===== config.mk =====
export PLATFORM = sky130hd
export DESIGN_NAME = mc_datapath_ws
export DESIGN_NICKNAME = d
export VERILOG_FILES = /design/src/rtl/mc_pkg.sv /design/src/rtl/mc_alu.sv /design/src/rtl/mc_datapath_ws.sv
export SDC_FILE = /design/constraint.sdc
export NUM_CORES = 2
export LEC_CHECK = 0
export BUFFER_PORTS_ARGS = -buffer_cell sky130_fd_sc_hd__buf_2
export CAP_MARGIN = 20
export CORE_ASPECT_RATIO = 1.5
export CORE_MARGIN = 2
export CORE_UTILIZATION = 40
export DETAILED_ROUTE_END_ITERATION = 8
export PLACE_DENSITY_LB_ADDON = 0.15
export SETUP_SLACK_MARGIN = 0.3
export SLEW_MARGIN = 30
export SYNTH_ARGS = -nofsm -noshare
export SYNTH_HDL_FRONTEND = slang
export SYNTH_HIERARCHICAL = 1
export SYNTH_SLANG_ARGS = --single-unit

===== constraint.sdc =====
create_clock -name clk -period 9.5 [get_ports clk]
set_clock_uncertainty 0.2 [all_clocks]
set_input_delay 0.475 -clock clk [delete_from_list [all_inputs] [get_ports clk]]
set_output_delay 0.475 -clock clk [all_outputs]
set_load 0.005 [all_outputs]

===== src/rtl/mc_pkg.sv =====
// Shared encodings for the multicycle datapath: ALU operations, immediate
// formats, result/source mux selects and the default wait-state budget.
package mc_pkg;

    // ALU operation codes driven by the controller on ALUControl
    localparam logic [2:0] ALU_ADD = 3'b000;
    localparam logic [2:0] ALU_SUB = 3'b001;
    localparam logic [2:0] ALU_AND = 3'b010;
    localparam logic [2:0] ALU_ORR = 3'b011;
    localparam logic [2:0] ALU_EOR = 3'b100;
    localparam logic [2:0] ALU_MOV = 3'b101;

    // Immediate extension formats selected by ImmSrc
    localparam logic [1:0] IMM_ZX8  = 2'b00;
    localparam logic [1:0] IMM_ZX12 = 2'b01;
    localparam logic [1:0] IMM_BR   = 2'b10;
    localparam logic [1:0] IMM_ZERO = 2'b11;

    // Result bus sources selected by ResultSrc
    localparam logic [1:0] RES_ALUOUT = 2'b00;
    localparam logic [1:0] RES_DATA   = 2'b01;
    localparam logic [1:0] RES_ALU    = 2'b10;
    localparam logic [1:0] RES_ZERO   = 2'b11;

    // ALU operand A sources selected by ALUSrcA
    localparam logic [1:0] SRCA_A      = 2'b00;
    localparam logic [1:0] SRCA_PC     = 2'b01;
    localparam logic [1:0] SRCA_ALUOUT = 2'b10;
    localparam logic [1:0] SRCA_ZERO   = 2'b11;

    // ALU operand B sources selected by ALUSrcB
    localparam logic [1:0] SRCB_B    = 2'b00;
    localparam logic [1:0] SRCB_IMM  = 2'b01;
    localparam logic [1:0] SRCB_FOUR = 2'b10;
    localparam logic [1:0] SRCB_ZERO = 2'b11;

    // Stalled cycles tolerated per memory access before the bus error trips
    localparam int MAX_WAIT_DEFAULT = 15;

endpackage


===== src/rtl/mc_alu.sv =====
// Combinational ALU for the multicycle datapath: arithmetic, logic and move
// operations with ARM-style N/Z/C/V flags.
module mc_alu
    import mc_pkg::*;
#(
    parameter int XLEN = 32
) (
    input  logic [XLEN-1:0] i_srcA,
    input  logic [XLEN-1:0] i_srcB,
    input  logic [2:0]      i_aluControl,
    output logic [XLEN-1:0] o_result,
    output logic [3:0]      o_flags
);

    logic [XLEN:0]   w_sum;
    logic [XLEN:0]   w_diff;
    logic [XLEN-1:0] w_result;
    logic            w_carry;
    logic            w_overflow;

    // Both adders are always evaluated; subtraction is A + ~B + 1 so its carry-out is NOT borrow
    always_comb begin
        w_sum  = {1'b0, i_srcA} + {1'b0, i_srcB};
        w_diff = {1'b0, i_srcA} + {1'b0, ~i_srcB} + {{XLEN{1'b0}}, 1'b1};
    end

    // Operation select; carry and overflow only mean something for ADD/SUB
    always_comb begin
        w_result   = '0;
        w_carry    = 1'b0;
        w_overflow = 1'b0;
        case (i_aluControl)
            ALU_ADD: begin
                w_result   = w_sum[XLEN-1:0];
                w_carry    = w_sum[XLEN];
                w_overflow = (i_srcA[XLEN-1] == i_srcB[XLEN-1]) &&
                             (w_sum[XLEN-1] != i_srcA[XLEN-1]);
            end
            ALU_SUB: begin
                w_result   = w_diff[XLEN-1:0];
                w_carry    = w_diff[XLEN];
                w_overflow = (i_srcA[XLEN-1] != i_srcB[XLEN-1]) &&
                             (w_diff[XLEN-1] != i_srcA[XLEN-1]);
            end
            ALU_AND: w_result = i_srcA & i_srcB;
            ALU_ORR: w_result = i_srcA | i_srcB;
            ALU_EOR: w_result = i_srcA ^ i_srcB;
            ALU_MOV: w_result = i_srcB;
            default: w_result = '0;
        endcase
    end

    // Pack the result and the {N,Z,C,V} flags
    always_comb begin
        o_result = w_result;
        o_flags  = {w_result[XLEN-1], (w_result == '0), w_carry, w_overflow};
    end

endmodule


===== src/rtl/mc_datapath_ws.sv =====
// Multicycle ARM-subset datapath with a wait-state memory handshake.
// Holds PC, IR, data, A/B, ALUOut and the register file; freezes all state
// while memory is stalling and raises a sticky bus error on a wait timeout.
module mc_datapath_ws
    import mc_pkg::*;
#(
    parameter int              XLEN     = 32,
    parameter int              NREG     = 16,
    parameter logic [XLEN-1:0] RESET_PC = '0,
    parameter int              MAX_WAIT = MAX_WAIT_DEFAULT
) (
    input  logic            clk,
    input  logic            reset,
    output logic [XLEN-1:0] Adr,
    output logic [XLEN-1:0] WriteData,
    input  logic [XLEN-1:0] ReadData,
    output logic            MemReq,
    output logic            MemWe,
    input  logic            MemAck,
    output logic [XLEN-1:0] Instr,
    output logic [3:0]      ALUFlags,
    output logic            Stall,
    output logic            BusErr,
    input  logic            PCWrite,
    input  logic            RegWrite,
    input  logic            IRWrite,
    input  logic            MemAccess,
    input  logic            MemWrite,
    input  logic            AdrSrc,
    input  logic [1:0]      RegSrc,
    input  logic [1:0]      ALUSrcA,
    input  logic [1:0]      ALUSrcB,
    input  logic [1:0]      ResultSrc,
    input  logic [1:0]      ImmSrc,
    input  logic [2:0]      ALUControl
);

    localparam int RW = $clog2(NREG);
    localparam int CW = $clog2(MAX_WAIT + 1);
    localparam logic [RW-1:0] PC_IDX = RW'(NREG - 1);

    logic [XLEN-1:0] r_pc;
    logic [XLEN-1:0] r_instr;
    logic [XLEN-1:0] r_data;
    logic [XLEN-1:0] r_a;
    logic [XLEN-1:0] r_b;
    logic [XLEN-1:0] r_aluOut;
    logic [XLEN-1:0] r_regs [0:NREG-2];
    logic [CW-1:0]   r_waitCnt;
    logic            r_busErr;

    logic            w_memReq;
    logic            w_stall;
    logic            w_ack;
    logic [CW-1:0]   w_cntNext;
    logic [XLEN-1:0] w_extImm;
    logic [XLEN-1:0] w_srcA;
    logic [XLEN-1:0] w_srcB;
    logic [XLEN-1:0] w_aluResult;
    logic [XLEN-1:0] w_result;
    logic [RW-1:0]   w_ra1;
    logic [RW-1:0]   w_ra2;
    logic [RW-1:0]   w_wa;
    logic [XLEN-1:0] w_rd1;
    logic [XLEN-1:0] w_rd2;
    logic            w_regWe;

    // Memory handshake: reset and a latched bus error both kill the request at once
    always_comb begin
        w_memReq  = MemAccess & ~r_busErr & reset;
        w_stall   = w_memReq & ~MemAck;
        w_ack     = w_memReq & MemAck;
        w_cntNext = r_waitCnt + 1'b1;
        MemReq    = w_memReq;
        MemWe     = w_memReq & MemWrite;
        Stall     = w_stall;
        BusErr    = r_busErr;
    end

    // Immediate extension; the branch form is a sign-extended word offset
    always_comb begin
        w_extImm = '0;
        case (ImmSrc)
            IMM_ZX8:  w_extImm = {{(XLEN-8){1'b0}}, r_instr[7:0]};
            IMM_ZX12: w_extImm = {{(XLEN-12){1'b0}}, r_instr[11:0]};
            IMM_BR:   w_extImm = XLEN'($signed({r_instr[23:0], 2'b00}));
            default:  w_extImm = '0;
        endcase
    end

    // ALU operand selection
    always_comb begin
        w_srcA = '0;
        case (ALUSrcA)
            SRCA_A:      w_srcA = r_a;
            SRCA_PC:     w_srcA = r_pc;
            SRCA_ALUOUT: w_srcA = r_aluOut;
            default:     w_srcA = '0;
        endcase
        w_srcB = '0;
        case (ALUSrcB)
            SRCB_B:    w_srcB = r_b;
            SRCB_IMM:  w_srcB = w_extImm;
            SRCB_FOUR: w_srcB = XLEN'(4);
            default:   w_srcB = '0;
        endcase
    end

    mc_alu #(
        .XLEN (XLEN)
    ) u_alu (
        .i_srcA       (w_srcA),
        .i_srcB       (w_srcB),
        .i_aluControl (ALUControl),
        .o_result     (w_aluResult),
        .o_flags      (ALUFlags)
    );

    // Result bus and address mux; the Result bus also feeds PC and the register file
    always_comb begin
        w_result = '0;
        case (ResultSrc)
            RES_ALUOUT: w_result = r_aluOut;
            RES_DATA:   w_result = r_data;
            RES_ALU:    w_result = w_aluResult;
            default:    w_result = '0;
        endcase
        Adr       = AdrSrc ? w_result : r_pc;
        WriteData = r_b;
        Instr     = r_instr;
    end

    // Register file addressing; the top index aliases the PC and reads back the Result bus
    always_comb begin
        w_ra1   = RegSrc[0] ? PC_IDX : RW'(r_instr[19:16]);
        w_ra2   = RegSrc[1] ? RW'(r_instr[15:12]) : RW'(r_instr[3:0]);
        w_wa    = RW'(r_instr[15:12]);
        w_rd1   = (w_ra1 >= PC_IDX) ? w_result : r_regs[w_ra1];
        w_rd2   = (w_ra2 >= PC_IDX) ? w_result : r_regs[w_ra2];
        w_regWe = RegWrite & ~w_stall & (w_wa < PC_IDX);
    end

    // Register file write port; writes aimed at the PC alias are dropped
    always_ff @(posedge clk or negedge reset) begin
        if (!reset) begin
            for (int i = 0; i < NREG - 1; i++) begin
                r_regs[i] <= '0;
            end
        end else if (w_regWe) begin
            r_regs[w_wa] <= w_result;
        end
    end

    // PC and instruction register; only a real acknowledge can load the IR
    always_ff @(posedge clk or negedge reset) begin
        if (!reset) begin
            r_pc    <= RESET_PC;
            r_instr <= '0;
        end else begin
            if (PCWrite && !w_stall) begin
                r_pc <= w_result;
            end
            if (IRWrite && w_ack) begin
                r_instr <= ReadData;
            end
        end
    end

    // Data, A, B and ALUOut: data captures completed reads, the rest load every unstalled cycle
    always_ff @(posedge clk or negedge reset) begin
        if (!reset) begin
            r_data   <= '0;
            r_a      <= '0;
            r_b      <= '0;
            r_aluOut <= '0;
        end else begin
            if (MemAccess && !MemWrite && w_ack) begin
                r_data <= ReadData;
            end
            if (!w_stall) begin
                r_a      <= w_rd1;
                r_b      <= w_rd2;
                r_aluOut <= w_aluResult;
            end
        end
    end

    // Wait counter and sticky bus error; an ack in the final allowed cycle removes the stall and wins
    always_ff @(posedge clk or negedge reset) begin
        if (!reset) begin
            r_waitCnt <= '0;
            r_busErr  <= 1'b0;
        end else begin
            if (w_ack || !MemAccess) begin
                r_waitCnt <= '0;
            end else if (w_stall) begin
                r_waitCnt <= w_cntNext;
                if (w_cntNext == CW'(MAX_WAIT)) begin
                    r_busErr <= 1'b1;
                end
            end
        end
    end

endmodule


==> run metrics <==
Tightest Pin Transition=1.08 ns; # clock sinks=677; ys async rst share=100%; peak supply drop=0.134 mV; PortBufs=157; Initial Util=40.2%; Fillers=11065; top_reg_cell synth=dfrtp_1; share of the synthesized area in the top cell type=37.8%; CP Cell Sequence=buf_2 > nor2b_2 > nand2_1 > o21ai_0 > ha_1 > inv_1 > fa_1 > nand2b_1 > a211oi_2 > o21a_1 > o211ai_1 > or3_4 > or4b_1 > or4_1 > or4_1 > a2111oi_2 > or4b_1 > and4bb_1 > buf_2; Routed Antenna Nets=0; area taken by multi-input logic gates=24900 um2; Hold WC Path Type=in -> async; CTS tree=done; share of layout cells above drive strength 1=12.8%; Yosys top cell by area=dfrtp_1; die area=115000 um2; vias in the first global route=42093; wirelength, routed=193 mm; clock buffer count from CTS=72; area delta synth->final=9.88%; Post-synth EDFFs=0; setup violators final=0; vias per cell=6.38; clk_lat worst skew=0.68 ns; post-cts gate resize count=0; core area=111000 um2; CP max-delay cell=nor2b_2; YS warnings=6; register area share after synthesis=37.8%; Pre-Repair DR Iteration Count=7; Yosys cell types=102; crit end category=output pin; Synth area leaders=dfrtp_1, o21ai_0, a21oi_1, nand2_1, mux2i_1; Req. time, crit path=8.83 ns; global route overflow=0; Post-route DRC=0; Std-Cell Rows=150; unrepaired setup endpoints after global routing=no; Clock Path Buffers=3; most common cell after layout, fill and taps aside=o21ai_0; Syn Inst Count=5394; die span in x=277 um; DR vias=43179; Synth Cell Area=44800 um2; most frequent cells in the layout=o21ai_0, dfrtp_1, nand2_1; post-synth net total=5557; clk slew on worst S/H paths=0.06 ns; flops & latches, synth=677; htree depth=3; Startpoint Class=input port; WP buf/inv=3; Pwr Density=283 nW/um2; Worst slew margin=27.3%; final hold violations=0; Fmax achieved=127 MHz; Initial DRC Count=4060; largest net degree at the start of global routing=120; final net count=5429; Reg area=17000 um2; detailed placer's ending HPWL=121 mm; final worst-path cycle share=82.8%; setup TNS=0 ns; Slew Limit Fails=0; average size of a mapped cell=8.30 um2; routed len/inst=28.6 um; initial antenna violation count=4; Finished Core Util=44.2%; worst path arrival time=7.19 ns; Placer Congestion=1.02; # IOs=158; Worst Path Max Fanout=15; All-Layer GR Usage=33.0%; max cap viols=0; fin crit period=7.87 ns; LEAKAGE=20.5 nW; die height=414 um; global-route wire length before repair=283 mm; Max stage delay on crit path=0.90 ns; Root Buffer=clkbuf_16; Top delay family on crit path=simple AND/OR/NAND/NOR gates; status=complete, no violations; critical path class=in -> out
worst reg2reg max path, stage by stage (launching register included):
cell	delay (ns)
dfrtp_4	0.86
a22o_1	0.31
ha_1	0.26
inv_1	0.08
fa_1	0.43
nand2b_1	0.22
a211oi_2	0.33
o21a_1	0.30
o21ai_0	0.32
o311ai_0	0.83
a2bb2oi_1	0.19
xor2_1	0.18
o221ai_1	0.27
a21oi_2	0.82
inv_1	0.13
o21ai_0	0.20
o21ai_1	0.08
timing repair:
item,in CTS,in global routing
setup buffers,0,0
hold buffers,33,0
hold endpoints to repair,101,0
cell families (layout without fill, tap and decap cells):
kind of cell / Yosys count / in the layout / synth area share [%]
buffers and inverters: 752 / 680 / 7.30
AND/OR/NAND/NOR: 1315 / 1315 / 12.8
flip-flops: 677 / 677 / 37.8
other: 0 / 5 / 0
multiplexers: 369 / 369 / 9.63
adder cells (fa/ha/maj): 109 / 109 / 3.08
XOR/XNOR: 15 / 15 / 0.293
AO/OA/AOI/OAI: 2157 / 2157 / 29.1
power breakdown:
part           leakage, nW  switching (W)  internal, W  total (W)
logic                 10.6        0.00356      0.00208    0.00564
registers             8.67        0.00119      0.00400    0.00519
clock network         1.24        0.00133      0.00177    0.00310
total                 20.5        0.00607      0.00785     0.0139
routing by layer:
metal	global-route usage [%]	part of all wire [%]	vias up	wire length (um)
met3	6.07	7.6	617	14800
met2	55.9	48	2076	92100
li1	-	-	19135	-
met5	0	0.0041	-	8
met4	20.0	6.5	2	12600
met1	39.0	38	21349	73900
Yosys cell counts (85+ instances only):
library cell  instances
mux2i_1             203
nand2_1             646
ha_1                107
inv_1               229
buf_2               174
a211oi_1            133
mux2_2              129
o21ai_0             745
o21ai_1              85
o221ai_1            100
clkbuf_1            282
a21oi_1             551
dfrtp_1             677
nor2_1              376
o211ai_1            108
through the flow:
step | worst slack (ns) | hold slack (ns) | instances | area, um2 | total power [W]
global route | 1.57 | 0.00760 | 6767 | 49200 | 0.0147
detailed placement | 1.82 | 0.175 | 6603 | 46300 | 0.0107
floorplan | 3.13 | -0.0206 | 5394 | 44800 | 0.00859
global placement | 1.84 | 0.174 | 6601 | 46200 | 0.0106
CTS | 1.82 | 0.00957 | 6766 | 49200 | 0.0138
finish | 1.63 | 0.0395 | 6771 | 49200 | 0.0139
flip-flops by register name, indices dropped and copies added, names as in the netlist, 4 cells and up:
register / count
r_pc: 32
r_data: 32
WriteData: 32
r_regs: 480
Instr: 32
r_waitCnt: 4
r_a: 32
r_aluOut: 32
final timing paths:
check	start	endpoint	slack, ns	cells past startpoint
setup / recovery	ALUSrcA[1]	ALUFlags[2]	1.63	19
hold / removal	reset	r_regs[322]	0.04	2
setup reg to reg	Instr[0]	r_a[18]	3.39	16
hold reg to reg	r_aluOut[20]	r_aluOut[20]	0.30	2
max in group asynchronous	reset	Instr[21]	5.61	6
min in group clk	ReadData[0]	Instr[0]	0.05	2
layout make-up:
class,count,share of cell area (%)
Antenna cell,5,0.0254
Clock buffer,101,4.26
Tap cell,1444,3.67
Clock inverter,29,0.849
Timing Repair Buffer,317,4.41
Inverter,233,1.78
Multi-Input combinational cell,3965,50.5
Sequential cell,677,34.5
(Power assumes the default switching activity.)
